<file path="src/rtl/countdown_timer_ms_if.sv">
// ============================================================================
// Module   : countdown_timer_ms_if
// Purpose  : Control/status bundle between game FSM, timer and display logic.
// Revision : 1.0 - initial release
// ============================================================================
`default_nettype none

interface countdown_timer_ms_if #(
   parameter int VAL_W = 8
);
   logic             i_load;
   logic [VAL_W-1:0] i_init;
   logic             i_en;
   logic [1:0]       i_mode;
   logic [VAL_W-1:0] o_val;
   logic             o_tick;
   logic             o_timeout;
   logic             o_expired;
   logic             o_running;
   logic             o_warn;

   modport master (
      output i_load, i_init, i_en, i_mode,
      input  o_val, o_tick, o_timeout, o_expired, o_running, o_warn
   );

   modport slave (
      input  i_load, i_init, i_en, i_mode,
      output o_val, o_tick, o_timeout, o_expired, o_running, o_warn
   );
endinterface

`default_nettype wire

</file>
<file path="src/rtl/countdown_timer_ms.sv">
// ============================================================================
// Module   : countdown_timer_ms
// Purpose  : Multi-mode interval timer (one-shot, auto-reload, count-up).
// Revision : 1.0 - initial release
// ============================================================================
`default_nettype none

module countdown_timer_ms #(
   parameter int CLK_FREQ = 100_000_000,
   parameter int TICK_HZ  = 1,
   parameter int VAL_W    = 8,
   parameter int WARN_TH  = 3
) (
   input  wire logic          clk,
   input  wire logic          rst_n,
   countdown_timer_ms_if.slave bus
);

   localparam int TICK_DIV = CLK_FREQ / TICK_HZ;
   localparam int PRE_W    = (TICK_DIV > 1) ? $clog2(TICK_DIV) : 1;

   localparam logic [PRE_W-1:0] PRE_MAX  = PRE_W'(TICK_DIV - 1);
   localparam logic [PRE_W-1:0] PRE_ONE  = PRE_W'(1);
   localparam logic [VAL_W-1:0] ONE      = VAL_W'(1);
   localparam logic [VAL_W:0]   WARN_LIM = (VAL_W + 1)'(WARN_TH);

   localparam logic [1:0] MODE_ONESHOT = 2'b00;
   localparam logic [1:0] MODE_RELOAD  = 2'b01;
   localparam logic [1:0] MODE_UP      = 2'b10;

   generate
      if (TICK_DIV < 2) begin : g_div_check
         $error("countdown_timer_ms: CLK_FREQ/TICK_HZ must be >= 2");
      end
   endgenerate

   typedef enum logic [1:0] {
      IDLE  = 2'd0,
      RUN   = 2'd1,
      PAUSE = 2'd2,
      DONE  = 2'd3
   } state_t;

   state_t           state, state_nx;
   logic [PRE_W-1:0] pre, pre_nx;
   logic [VAL_W-1:0] val, val_nx;
   logic [VAL_W-1:0] reload, reload_nx;
   logic [1:0]       mode, mode_nx;
   logic             tick, tick_nx;
   logic             timeout, timeout_nx;
   logic             expired, expired_nx;

   logic [1:0]       load_mode;
   logic [VAL_W-1:0] val_inc;
   logic [VAL_W-1:0] val_dec;

   // Mode 11 is folded onto one-shot at load so the rest of the logic sees three modes.
   assign load_mode = (bus.i_mode == 2'b11) ? MODE_ONESHOT : bus.i_mode;
   assign val_inc   = val + ONE;
   assign val_dec   = val - ONE;

   always_ff @(posedge clk or negedge rst_n) begin
      if (!rst_n) begin
         state   <= IDLE;
         pre     <= '0;
         val     <= '0;
         reload  <= '0;
         mode    <= MODE_ONESHOT;
         tick    <= 1'b0;
         timeout <= 1'b0;
         expired <= 1'b0;
      end else begin
         state   <= state_nx;
         pre     <= pre_nx;
         val     <= val_nx;
         reload  <= reload_nx;
         mode    <= mode_nx;
         tick    <= tick_nx;
         timeout <= timeout_nx;
         expired <= expired_nx;
      end
   end

   always_comb begin
      state_nx   = state;
      pre_nx     = pre;
      val_nx     = val;
      reload_nx  = reload;
      mode_nx    = mode;
      tick_nx    = 1'b0;
      timeout_nx = 1'b0;
      expired_nx = expired;

      if (bus.i_load) begin
         pre_nx     = '0;
         expired_nx = 1'b0;
         mode_nx    = load_mode;
         reload_nx  = bus.i_init;
         val_nx     = (load_mode == MODE_UP) ? '0 : bus.i_init;
         if (bus.i_init == '0) begin
            state_nx   = DONE;
            expired_nx = 1'b1;
         end else begin
            state_nx = bus.i_en ? RUN : PAUSE;
         end
      end else if (state == RUN || state == PAUSE) begin
         // The resume edge itself counts, so a pause of P cycles costs exactly P cycles.
         if (!bus.i_en) begin
            state_nx = PAUSE;
         end else begin
            state_nx = RUN;
            if (pre != PRE_MAX) begin
               pre_nx = pre + PRE_ONE;
            end else begin
               pre_nx  = '0;
               tick_nx = 1'b1;
               case (mode)
                  MODE_RELOAD: begin
                     if (val == ONE) begin
                        val_nx     = reload;
                        timeout_nx = 1'b1;
                     end else begin
                        val_nx = val_dec;
                     end
                  end
                  MODE_UP: begin
                     val_nx = val_inc;
                     if (val_inc == reload) begin
                        timeout_nx = 1'b1;
                        expired_nx = 1'b1;
                        state_nx   = DONE;
                     end
                  end
                  default: begin
                     val_nx = val_dec;
                     if (val == ONE) begin
                        timeout_nx = 1'b1;
                        expired_nx = 1'b1;
                        state_nx   = DONE;
                     end
                  end
               endcase
            end
         end
      end
   end

   assign bus.o_val     = val;
   assign bus.o_tick    = tick;
   assign bus.o_timeout = timeout;
   assign bus.o_expired = expired;
   assign bus.o_running = (state == RUN);
   assign bus.o_warn    = (mode != MODE_UP) && (state == RUN || state == PAUSE) &&
                          (val != '0) && ({1'b0, val} <= WARN_LIM);

endmodule

`default_nettype wire

</file>
<file path="src/flat_wrapper.sv">
// flat-port wrapper written by rule: the top's interface ports become plain ports
module countdown_timer_ms_flat 
#(
   parameter int CLK_FREQ = 100_000_000,
   parameter int TICK_HZ  = 1,
   parameter int VAL_W    = 8,
   parameter int WARN_TH  = 3
)
  (clk, rst_n, bus_i_load, bus_i_init, bus_i_en, bus_i_mode, bus_o_val, bus_o_tick, bus_o_timeout, bus_o_expired, bus_o_running, bus_o_warn);
  countdown_timer_ms_if #(.VAL_W(VAL_W)) bus_i ();
  input  wire logic clk;
  input  wire logic rst_n;
  input wire logic [$bits(bus_i.i_load)-1:0] bus_i_load;
  input wire logic [$bits(bus_i.i_init)-1:0] bus_i_init;
  input wire logic [$bits(bus_i.i_en)-1:0] bus_i_en;
  input wire logic [$bits(bus_i.i_mode)-1:0] bus_i_mode;
  output wire logic [$bits(bus_i.o_val)-1:0] bus_o_val;
  output wire logic [$bits(bus_i.o_tick)-1:0] bus_o_tick;
  output wire logic [$bits(bus_i.o_timeout)-1:0] bus_o_timeout;
  output wire logic [$bits(bus_i.o_expired)-1:0] bus_o_expired;
  output wire logic [$bits(bus_i.o_running)-1:0] bus_o_running;
  output wire logic [$bits(bus_i.o_warn)-1:0] bus_o_warn;
  assign bus_i.i_load = bus_i_load;
  assign bus_i.i_init = bus_i_init;
  assign bus_i.i_en = bus_i_en;
  assign bus_i.i_mode = bus_i_mode;
  assign bus_o_val = bus_i.o_val;
  assign bus_o_tick = bus_i.o_tick;
  assign bus_o_timeout = bus_i.o_timeout;
  assign bus_o_expired = bus_i.o_expired;
  assign bus_o_running = bus_i.o_running;
  assign bus_o_warn = bus_i.o_warn;
  countdown_timer_ms #(.CLK_FREQ(CLK_FREQ), .TICK_HZ(TICK_HZ), .VAL_W(VAL_W), .WARN_TH(WARN_TH)) u_core (.clk(clk), .rst_n(rst_n), .bus(bus_i));
endmodule
</file>
<file path="config.mk">
export PLATFORM = sky130hd
export DESIGN_NAME = countdown_timer_ms_flat
export DESIGN_NICKNAME = d
export VERILOG_FILES = /design/src/rtl/countdown_timer_ms_if.sv /design/src/rtl/countdown_timer_ms.sv /design/src/flat_wrapper.sv
export SDC_FILE = /design/constraint.sdc
export NUM_CORES = 1
export LEC_CHECK = 0
export ABC_AREA = 1
export CAP_MARGIN = 20
export CORE_ASPECT_RATIO = 0.5
export CORE_UTILIZATION = 35
export CTS_BUF_LIST = sky130_fd_sc_hd__clkbuf_2
export DETAILED_ROUTE_END_ITERATION = 8
export HOLD_SLACK_MARGIN = 0.1
export SLEW_MARGIN = 20
export SYNTH_ARGS = -nofsm -noshare
export SYNTH_HDL_FRONTEND = slang
export SYNTH_SLANG_ARGS = --single-unit
</file>
<file path="constraint.sdc">
create_clock -name clk -period 3.5 [get_ports clk]
set_clock_uncertainty 0.15 [all_clocks]
set_input_delay 0.525 -clock clk [delete_from_list [all_inputs] [get_ports clk]]
set_output_delay 0.525 -clock clk [all_outputs]
set_load 0.005 [all_outputs]
</file>
==> impl.org <==
** Run status
- Run status :: completed

** Logic synthesis
- The cell count after synthesis came out at 488.
- Synth warnings :: 0
- Commonest register cell after synthesis :: sky130_fd_sc_hd__dfrtp_1
- The number of nets handed over by synthesis was 510.
- Share of synthesized flip-flops with an asynchronous set or reset :: 100%
- Cell taking the most area after synthesis :: sky130_fd_sc_hd__dfrtp_1
- Number of enable flip-flop cells after synthesis :: 0
- Sequential fraction of the synthesis area :: 36.8%
- Area of the mapped netlist :: 0.00340 mm²
- Of the post-synthesis cell area, the dominant cell type holds 36.8%.
- The average instance in the mapped netlist occupies 6.98 µm².
- Synth top area cells :: sky130_fd_sc_hd__dfrtp_1, sky130_fd_sc_hd__nand2_1, sky130_fd_sc_hd__inv_1
- After synthesis, the netlist uses 42 different library cells.
- Number of flip-flops and latches in the synthesized netlist :: 50

** Finish
- In the final layout, the share of cells above drive strength 1 is 6.60%.
- Number of nets in the finished design :: 536
- After filler insertion, the fill cell instance count of the layout stands at 1,028.
- Area growth from synthesis to layout :: 13.7%
- The number of antenna diodes in the final layout is 0.
- Commonest non-fill, non-tap cells in the layout :: sky130_fd_sc_hd__nand2_1, sky130_fd_sc_hd__inv_1, sky130_fd_sc_hd__nor2_1, sky130_fd_sc_hd__dfrtp_1, sky130_fd_sc_hd__nand3_1
- The library cell used most frequently in the layout, excluding fill and tap cells, is sky130_fd_sc_hd__nand2_1.

** Clock network
- Insertion delay of the later-clocked pin in the worst-skew pair :: 510 ps
- TritonCTS Buffers :: 5
- Clock-pin slew was measured on the worst setup and hold paths at 330 ps.
- Bufs on Longest Clock Path :: 2
- CTS tree :: yes
- Num Clock Sinks :: 50
- The number of setup buffers added after CTS is 0.
- H-Tree Level Count :: 2
- The tree is rooted in a sky130_fd_sc_hd__clkbuf_2.

** Place
- Detailed Place HPWL :: 6760 µm
- Routability-driven placement finished with a final weighted congestion of 0.922.
- Number of input and output port buffers inserted :: 26

** Power
- Peak supply drop :: 145 µV
- After layout, the design draws a total of 1480 µW.
- Total net switching power :: 556 µW
- The internal portion of the total power is 921 µW.
- In this run the static leakage power is 0.00171 µW.
- Fraction of power spent switching nets :: 37.6%
- Combinational share of power :: 30.8%
- Reg power frac :: 45.6%
- Of the total power, the clock network draws 23.6%.
- In this run the power density over the cells is 382 mW/mm².

** Timing
- Fmax :: 338 MHz
- The number of pins with negative max-slew slack in the final report came to 0.
- Setup-failing EPs final :: 0
- Setup tns final :: 0 ps
- After layout, the worst path uses 84.6% of the clock period.
- Number of hold-slack violations in the final timing report :: 0
- Slew headroom :: 60.8%
- For the pin with the worst max-slew slack, the measured transition is 585 ps.
- RSZ-0062 raised after global routing :: false
- Across all hold checks on the routed design, the worst slack comes to 325 ps.
- The worst path needs 2960 ps of the cycle, external delays included.

** Critical path
- STA puts the critical path data required time at 2820 ps.
- Register-to-Register Setup Slack :: 1160 ps
- Following the worst setup path forward leads to its endpoint at bus_o_warn.
- Worst Setup End Kind :: primary output
- The most critical setup path has its startpoint at u_core.bus.o_val[0].
- Category of the critical setup timing path :: flop to primary output
- Worst setup SP type :: flop
- Reg-to-reg endpoint :: u_core.bus.o_expired
- RR Startpoint :: u_core.bus.o_val[0]
- STA puts the critical path data arrival time at 2290 ps.
- R2r worst-path depth :: 13
- Largest fanout of any net on the critical path :: 7

** Routing
- The routed layout has 3,271 vias.
- After detailed routing, the average wire length per cell comes to 13.6 µm.
- Antenna Nets Post-Route :: 0
- Final wirelength :: 8870 µm
- Dividing the detail-routed via count by the number of cells gives 5.03.
- Final routed DRC violation total :: 0
- Number of design-rule violations left by the first detailed-router iteration :: 222
- Number of search-and-repair iterations in the first detailed-routing pass :: 4

** GRT
- Total GRT Usage :: 19.0%
- First-pass GRT wire length :: 15,100 µm
- Pin count of the biggest net entering global routing :: 30
- Via count of the first global-routing pass :: 3,134
- Summed over all layers, the global routing overflow is 0.
- The number of antenna violations at the first check in global routing is 0.

** Floorplanning
- Row Count :: 25
- Die boundary height :: 71.7 µm
- 27 I/O pins were placed.
- Die area :: 0.0101 mm²
- X dimension of the die :: 141 µm
- After floorplanning, the core was sized to cover 0.00945 mm².
- Once the floorplan was initialized, standard cells occupied 36.0% of the core.

** Min path
- HP Class :: input port to asynchronous set/reset pin

** Run
- MaxCap Viol Count :: 0
==> registers in the layout (all words and copies together), names as in the netlist <==
register              cells
u_core.pre               27
u_core.bus.o_val          8
u_core.reload             8
u_core.mode               2
u_core.state              2
u_core.bus.o_expired      1
u_core.bus.o_tick         1
u_core.bus.o_timeout      1
==> cells in the mapped netlist, types with 2 or more instances <==
| library cell | instances |
|---|---|
| sky130_fd_sc_hd__nand2_1 | 103 |
| sky130_fd_sc_hd__inv_1 | 67 |
| sky130_fd_sc_hd__nor2_1 | 55 |
| sky130_fd_sc_hd__dfrtp_1 | 50 |
| sky130_fd_sc_hd__nand3_1 | 45 |
| sky130_fd_sc_hd__a21oi_1 | 34 |
| sky130_fd_sc_hd__o21ai_0 | 29 |
| sky130_fd_sc_hd__o21ai_1 | 13 |
| sky130_fd_sc_hd__xor2_1 | 11 |
| sky130_fd_sc_hd__nand4_1 | 9 |
| sky130_fd_sc_hd__ha_1 | 8 |
| sky130_fd_sc_hd__nor3_1 | 8 |
| sky130_fd_sc_hd__nor4_1 | 6 |
| sky130_fd_sc_hd__buf_2 | 5 |
| sky130_fd_sc_hd__clkbuf_1 | 5 |
| sky130_fd_sc_hd__a31oi_1 | 4 |
| sky130_fd_sc_hd__nand2_2 | 4 |
| sky130_fd_sc_hd__nor2_2 | 4 |
| sky130_fd_sc_hd__inv_2 | 2 |
| sky130_fd_sc_hd__nand2_4 | 2 |
| sky130_fd_sc_hd__nor2_4 | 2 |
| sky130_fd_sc_hd__nor3_2 | 2 |
==> per-stage QoR <==
step                      cells  setup WS (ps)  util (%)  instance area (µm²)
final                       650            539      41.0                 3870
after global routing        650            363      41.0                 3870
after CTS                   650            514      41.0                 3870
after detailed placement    641            989      40.1                 3790
after global placement      641           1040      40.1                 3790
after floorplan             488           1590         -                 3400
==> worst min path at each step <==
stage,slack (ps),cells after the start,to,startpoint
2_1_floorplan,80,0,u_core.bus.o_expired,rst_n
3_3_place_gp,340,1,u_core.pre[0],u_core.pre[0]
3_5_place_dp,350,1,u_core.pre[0],u_core.pre[0]
4_1_cts,340,2,u_core.pre[2],rst_n
5_1_grt,350,2,u_core.pre[2],rst_n
6_report,320,2,u_core.pre[2],rst_n
==> power groups by stage <==
| stage | Clock, µW | Sequential, µW | Combinational, µW |
|---|---|---|---|
| after floorplan | 0 | 671 | 306 |
| after global placement | 0 | 684 | 453 |
| after detailed placement | 0 | 683 | 452 |
| after CTS | 357 | 674 | 456 |
| after global routing | 378 | 683 | 512 |
| final | 348 | 674 | 455 |
==> worst max-delay path, stage by stage (launching register included) <==
cell and delay, ps:
sky130_fd_sc_hd__dfrtp_1 560, sky130_fd_sc_hd__inv_1 210, sky130_fd_sc_hd__ha_1 240, sky130_fd_sc_hd__nor2_1 100, sky130_fd_sc_hd__nand3_1 90, sky130_fd_sc_hd__nor2_1 90
sky130_fd_sc_hd__clkdlybuf4s50_1 500
==> layout make-up <==
class	count	area [µm²]	area share [%]
clock buffer	5	25.0	0.646
clock inverter	3	47.5	1.23
inverter	70	265	6.85
multi-input combinational	356	1820	47.0
sequential	50	1250	32.3
tap	135	169	4.36
timing repair buffer	31	295	7.63
==> metal layers <==
| metal | part of all wire (%) | track usage, % | wire, µm |
|---|---|---|---|
| met1 | 48 | 25.6 | 4290 |
| met2 | 45 | 31.5 | 4030 |
| met3 | 4.8 | 3.54 | 424 |
| met4 | 1.4 | 5.14 | 123 |
| met5 | 0 | 0 | 0 |
==> kinds of logic after synthesis <==
logic type / after synthesis / synth area share [%]
compound gates: 90 / 14.4
simple gates: 246 / 33.0
buf+inv: 82 / 9.85
flops: 50 / 36.8
fa+ha+maj: 8 / 2.94
xor+xnor: 12 / 3.09
==> repair_timing <==
action                     CTS  global route
resized for setup            0             0
hold endpoints to repair    21             0
hold buffers                 1             0
setup endpoints to repair    0             0
Power figures use the tool's default switching activity.
